===== src/rtl/mem_arbiter.sv =====
// Two-requester (instruction fetch / data memory) arbiter onto a single-port memory
// with fixed MEM_LAT read latency. Define ARB_RR_EN to break ties by alternating grants.
module mem_arbiter #(
   parameter int MEM_LAT = 2
) (
   input  logic        clk_i,
   input  logic        rst_i,
   input  logic        if_req_i,
   input  logic [31:0] if_addr_i,
   output logic        if_ack_o,
   output logic [31:0] if_data_o,
   input  logic        dm_req_i,
   input  logic        dm_we_i,
   input  logic [31:0] dm_addr_i,
   input  logic [31:0] dm_wdata_i,
   output logic        dm_ack_o,
   output logic [31:0] dm_rdata_o,
   output logic        mem_en_o,
   output logic        mem_we_o,
   output logic [31:0] mem_addr_o,
   output logic [31:0] mem_wdata_o,
   input  logic [31:0] mem_rdata_i,
   output logic        busy_o
);

   typedef enum logic [1:0] {
      IDLE  = 2'd0,
      ISSUE = 2'd1,
      WAIT  = 2'd2,
      RESP  = 2'd3
   } state_t;

   localparam logic [3:0] LAT_LAST = 4'(MEM_LAT - 1);

   state_t      state_reg, state_next;
   logic [3:0]  cnt_reg, cnt_next;
   logic        any_req;
   logic        grant_dm;

   logic        gnt_dm_reg, gnt_dm_next;
   logic        lat_we_reg, lat_we_next;
   logic        if_ack_reg, if_ack_next;
   logic [31:0] if_data_reg, if_data_next;
   logic        dm_ack_reg, dm_ack_next;
   logic [31:0] dm_rdata_reg, dm_rdata_next;
   logic        mem_en_reg, mem_en_next;
   logic        mem_we_reg, mem_we_next;
   logic [31:0] mem_addr_reg, mem_addr_next;
   logic [31:0] mem_wdata_reg, mem_wdata_next;
   logic        busy_reg, busy_next;

   assign any_req = if_req_i | dm_req_i;

`ifdef ARB_RR_EN
   // Remembers who won the last grant; reset to IF so the first tie goes to DM.
   logic last_dm_reg;

   always_ff @(posedge clk_i) begin
      if (rst_i) begin
         last_dm_reg <= 1'b0;
      end else if (state_reg == IDLE && any_req) begin
         last_dm_reg <= grant_dm;
      end
   end

   assign grant_dm = dm_req_i & (~if_req_i | ~last_dm_reg);
`else
   assign grant_dm = dm_req_i;
`endif

   always_ff @(posedge clk_i) begin
      if (rst_i) begin
         state_reg <= IDLE;
         cnt_reg   <= 4'd0;
      end else begin
         state_reg <= state_next;
         cnt_reg   <= cnt_next;
      end
   end

   always_comb begin
      state_next = state_reg;
      cnt_next   = cnt_reg;
      case (state_reg)
         IDLE:  if (any_req) state_next = ISSUE;
         ISSUE: begin
            state_next = WAIT;
            cnt_next   = 4'd0;
         end
         WAIT: begin
            if (cnt_reg == LAT_LAST) state_next = RESP;
            else                     cnt_next   = cnt_reg + 4'd1;
         end
         RESP:  state_next = IDLE;
         default: state_next = IDLE;
      endcase
   end

   // Outputs are computed one cycle early so every port comes straight from a flop.
   always_comb begin
      gnt_dm_next    = gnt_dm_reg;
      lat_we_next    = lat_we_reg;
      if_ack_next    = 1'b0;
      if_data_next   = if_data_reg;
      dm_ack_next    = 1'b0;
      dm_rdata_next  = dm_rdata_reg;
      mem_en_next    = 1'b0;
      mem_we_next    = 1'b0;
      mem_addr_next  = mem_addr_reg;
      mem_wdata_next = mem_wdata_reg;
      busy_next      = (state_next != IDLE);
      case (state_reg)
         IDLE: begin
            if (any_req) begin
               gnt_dm_next    = grant_dm;
               lat_we_next    = grant_dm & dm_we_i;
               mem_en_next    = 1'b1;
               mem_we_next    = grant_dm & dm_we_i;
               mem_addr_next  = grant_dm ? dm_addr_i : if_addr_i;
               mem_wdata_next = grant_dm ? dm_wdata_i : 32'd0;
            end
         end
         WAIT: begin
            if (cnt_reg == LAT_LAST) begin
               if (gnt_dm_reg) begin
                  dm_ack_next = 1'b1;
                  if (!lat_we_reg) dm_rdata_next = mem_rdata_i;
               end else begin
                  if_ack_next  = 1'b1;
                  if_data_next = mem_rdata_i;
               end
            end
         end
         default: ;
      endcase
   end

   always_ff @(posedge clk_i) begin
      if (rst_i) begin
         gnt_dm_reg    <= 1'b0;
         lat_we_reg    <= 1'b0;
         if_ack_reg    <= 1'b0;
         if_data_reg   <= 32'd0;
         dm_ack_reg    <= 1'b0;
         dm_rdata_reg  <= 32'd0;
         mem_en_reg    <= 1'b0;
         mem_we_reg    <= 1'b0;
         mem_addr_reg  <= 32'd0;
         mem_wdata_reg <= 32'd0;
         busy_reg      <= 1'b0;
      end else begin
         gnt_dm_reg    <= gnt_dm_next;
         lat_we_reg    <= lat_we_next;
         if_ack_reg    <= if_ack_next;
         if_data_reg   <= if_data_next;
         dm_ack_reg    <= dm_ack_next;
         dm_rdata_reg  <= dm_rdata_next;
         mem_en_reg    <= mem_en_next;
         mem_we_reg    <= mem_we_next;
         mem_addr_reg  <= mem_addr_next;
         mem_wdata_reg <= mem_wdata_next;
         busy_reg      <= busy_next;
      end
   end

   assign if_ack_o    = if_ack_reg;
   assign if_data_o   = if_data_reg;
   assign dm_ack_o    = dm_ack_reg;
   assign dm_rdata_o  = dm_rdata_reg;
   assign mem_en_o    = mem_en_reg;
   assign mem_we_o    = mem_we_reg;
   assign mem_addr_o  = mem_addr_reg;
   assign mem_wdata_o = mem_wdata_reg;
   assign busy_o      = busy_reg;

endmodule


===== config.mk =====
export PLATFORM = sky130hd
export DESIGN_NAME = mem_arbiter
export DESIGN_NICKNAME = d
export VERILOG_FILES = /design/src/rtl/mem_arbiter.sv
export SDC_FILE = /design/constraint.sdc
export NUM_CORES = 1
export LEC_CHECK = 0
export BUFFER_PORTS_ARGS = -buffer_cell sky130_fd_sc_hd__buf_2
export CAP_MARGIN = 30
export CORE_ASPECT_RATIO = 0.8
export CORE_UTILIZATION = 47
export DETAILED_ROUTE_END_ITERATION = 6
export GPL_ROUTABILITY_DRIVEN = 0
export PLACE_DENSITY = 0.9
export SKIP_LAST_GASP = 1
export SYNTH_ARGS = -nofsm -noshare
export SYNTH_HDL_FRONTEND = slang
export SYNTH_SLANG_ARGS = --single-unit

===== constraint.sdc =====
create_clock -name clk_i -period 2.3 [get_ports clk_i]
set_input_delay 0.345 -clock clk_i [delete_from_list [all_inputs] [get_ports clk_i]]
set_output_delay 0.345 -clock clk_i [all_outputs]
set_load 0.01 [all_outputs]

-- Word level (Yosys, flattened, before mapping)
Index checks and enable logic that the tools add are counted.
- equality and inequality tests: 5
- reductions and logical operators: 10
- bitwise gates (word level): 8
- $add $sub $neg: 1
- multiplexer cells: 10
- operators with widths (kind ; count):
    2-to-1 mux 32 bit ; 2
    case mux 2 bit (4 select lines) ; 1
    case mux 4 bit (2 select lines) ; 1
    inverter 1 bit ; 6
    OR reduction 3 bit ; 2
    adder 4 x 1 -> 4 bit (second input constant) ; 1
    equality test 2 bit (second input constant) ; 2
    equality test 4 x 1 -> 1 bit (second input constant) ; 1
    2-to-1 mux 2 bit ; 2
    2-to-1 mux 4 bit ; 1
    AND reduction 2 bit ; 2
    AND reduction 4 bit ; 1
    nonzero test 2 bit ; 2
    2-to-1 mux 1 bit ; 3
    AND reduction 3 bit ; 1
    equality test 2 x 1 -> 1 bit (second input constant) ; 1
    zero test 2 bit ; 1
    != test 2 bit (second input constant) ; 1
    OR reduction 2 bit ; 1
    AND 1 bit ; 1
    bitwise OR 1 bit ; 1
- word-level logic and storage cells: 47
- output and inout port bits: 133
- register bits: 141
- input bits: 133

-- Logic depth before layout (Yosys ltp)
- word-level depth: 4
- depth in mapped cells: 8
- gate-level depth less buffers: 5

-- Worst setup path after synthesis
No wires, ideal clock.
- path type: reg2reg
- start: register state_reg[0]
- end: register dm_rdata_reg[10], in the netlist dm_rdata_o[10]
- cell stages (with the launch flop): 8
- library setup time: 0.072 ns
- arrival: 1.523 ns
- data required time: 2.228 ns
- setup slack: 0.705 ns
- buffers on the path: 2
- period minus slack after synthesis: 1.595 ns
- cells stage by stage: dfxtp_1 inv_1 ha_1 nand4bb_1 nor3b_2 buf_6 buf_12 mux2i_1
- word-level cells in the longest chain between the ends: 2
- ends and longest elaborated chain (item ; line ; RTL):
    from (decl) ; 35 ; state_t state_reg, state_next;
    from (signal assigned) ; 76 ; state_reg <= state_next;
    equality test 2 bit ; 112 ; case (state_reg)
    AND reduction 4 bit (no line) ; - ;
    to (signal assigned) ; 157 ; dm_rdata_reg <= dm_rdata_next;
    to (decl) ; 45 ; logic [31:0] dm_rdata_reg, dm_rdata_next;
No other way between the ends.
A chain may end at the register's enable or synchronous reset.

-- Worst setup path after layout
- start: register state_reg[0]
- end: register dm_rdata_reg[13], in the netlist dm_rdata_o[13]
Same word-level chain as after synthesis.

==> results by group <==
Clock network
  • Setup bufs post-CTS: 0
  • CTS max path bufs: 2
  • Worst-skew pair later-pin latency: 0.40 ns
  • H-tree depth: 4
  • Post_cts resized: 0
  • CTS Buf Count: 17
  • Clock transition at path regs: 0.06 ns
  • CTS tree: built
  • Clk sinks: 141
  • Cts hold-fix bufs: 0
  • Root buf cell: clkbuf_16

Routing
  • Overall routed net length: 13.57 mm
  • # DRC: 0
  • DRT iter0 DRCs: 252
  • Max Used Layer: met4
  • Pre-antenna DRT Iters: 5
  • M1 WL: 5.974 mm
  • Routed Antenna Nets: 0
  • WL/cell: 13.56 um
  • Metal3 WL: 579 um
  • Routed wl met2: 6.841 mm
  • DR vias: 5004
  • Vias per cell: 4.999

Placed design
  • I/O Buffers: 265
  • Pre-CTS WS: 0.4563 ns
  • DP HPWL: 9.737 mm

Die
  • Row Count: 35
  • Core area: 11780 um2
  • Top Ports: 266
  • Full die area: 12820 um2
  • Die height: 101.5 um
  • Initial Util: 0.4934
  • Die width: 126.3 um

Finish
  • Post-layout util: 0.6595
  • N_diodes: 0
  • Filler cell count in the final layout: 919
  • Syn-to-layout area delta: 33.67%
  • Register area: 2823 um2
  • Area of the multi-input gates: 2726 um2
  • Layout cell share with drive strength beyond 1: 0.3669
  • Fin nets: 981

STA
  • RSZ-0062 raised after global routing: false
  • Fmax: 0.5437 GHz
  • Fin. max-slew vios: 0
  • Worst-case clock skew: 0.01092 ns
  • Worst Tran Pin Value: 0.6439 ns
  • Worst setup margin: 0.4609 ns
  • Tcrit/Tclk final: 0.7996
  • Final Hold Vio Count: 0
  • Crit path time final: 1.839 ns
  • Rel. slew slack: 0.5708
  • Setup TNS: 0 ns
  • Final setup viols: 0

Synth
  • Post-synth top flop: dfxtp_1
  • Synth Cell Area: 5812 um2
  • Synthesized flop and latch total: 141
  • Top-count cell post-synth: dfxtp_1
  • Synth top area share: 0.4857
  • Avg Inst Size Synth: 9.784 um2
  • Top cells by area, synth: dfxtp_1 49%, mux2i_1 17%, nand2b_1 11%
  • Synth Net Count: 733
  • Yosys cell types: 32
  • Seq/Total Area, Yosys: 0.4857
  • Synth top cells by count: 141 x dfxtp_1, 99 x nand2b_1, 96 x mux2i_1
  • Yosys warnings: 0
  • Mapped Cells: 594
  • Synth async-reset ratio: 0
  • Area leader, netlist: dfxtp_1
  • EDFF count, synth: 0

Global route
  • Total track usage: 0.2137
  • Gr ovfl total: 0
  • First-pass GRT wire length: 21.99 mm
  • Number of global-route vias before repair: 4718
  • Initial antenna violation count: 0
  • Largest net degree at the start of global routing: 101

Hold path
  • Min-delay src: dm_wdata_i[20]
  • HP Class: in -> reg

Worst setup path
  • Worst reg2reg startpoint: state_reg[0]
  • CP Max Fanout: 27
  • Worst Path Required: 2.63 ns
  • Nature of the critical path startpoint: flip-flop
  • Worst Setup SP: state_reg[0]
  • Worst EP arrival: 2.17 ns
  • Crit end category: flip-flop
  • Setup CP Type: reg -> reg

Pwr
  • Lkg Pwr: 3.798 nW
  • Peak supply drop: 0.5421 mV
  • PD cells: 964.6 nW/um2

Flow run
  • MaxCap Viol Count: 0

Outcome
  • Outcome: completed
## worst max-delay path: stages (launching register included)
cell,delay (ns)
dfxtp_1,0.33
inv_1,0.10
ha_1,0.31
nand4bb_1,0.24
nor3b_4,0.29
buf_12,0.25
mux2i_1,0.23
## through the flow
stage / power [mW] / cells / hold slack [ns] / cell area, um2
2_1_floorplan: 4.275 / 594 / 0.4556 / 5812
3_3_place_gp: 4.944 / 971 / 0.4347 / 7211
3_5_place_dp: 4.997 / 971 / 0.4422 / 7211
4_1_cts: 7.579 / 1001 / 0.1903 / 7769
5_1_grt: 7.930 / 1001 / 0.2049 / 7769
6_report: 7.494 / 1001 / 0.2127 / 7769
## power by group
part | total, mW | switching [mW] | internal [mW]
sequential | 3.01 | 0.188 | 2.82
combinational | 1.93 | 1.13 | 0.795
clock | 2.56 | 0.999 | 1.56
total | 7.49 | 2.32 | 5.17
## layout by cell type (no fill, tap or decap), drive strengths merged, types with 6 or more instances in the layout
cell type and n:
buf 276, dfxtp 141, nand2b 99, mux2i 96
nor2 38, nand2 37, a21oi 35, nand3 35
a211oi 32, clkbuf 20, ha 6, o21ai 6
clkinv 6
## per-layer routing
layer / GRT usage / up-vias
li1: - / 2521
met2: 0.3787 / 172
met5: 0 / -
met1: 0.2578 / 2295
met4: 0.07600 / 0
met3: 0.04702 / 16
## area by class of cell
| class | instances | share of cell area |
|---|---|---|
| Clock buffer | 20 | 0.06007 |
| Clock inverter | 10 | 0.01176 |
| Inverter | 4 | 0.001933 |
| Multi-Input combinational cell | 402 | 0.3509 |
| Sequential cell | 141 | 0.3633 |
| Tap cell | 148 | 0.02384 |
| Timing Repair Buffer | 276 | 0.1881 |
## cell families after synthesis
group	synth area share
AND/OR/NAND/NOR	0.2043
flip-flops	0.4857
multiplexers	0.1653
AO/OA/AOI/OAI	0.08482
buffers and inverters	0.04693
adder cells (fa/ha/maj)	0.01292
## final timing paths
check | end | slack [ns] | depth (start not counted)
max | dm_rdata_o[13] | 0.46 | 6
min | mem_wdata_o[20] | 0.21 | 3
max reg2reg | dm_rdata_o[13] | 0.46 | 6
min reg2reg | mem_wdata_o[31] | 0.45 | 2
Note: power is estimated with default switching activity, not from simulation.
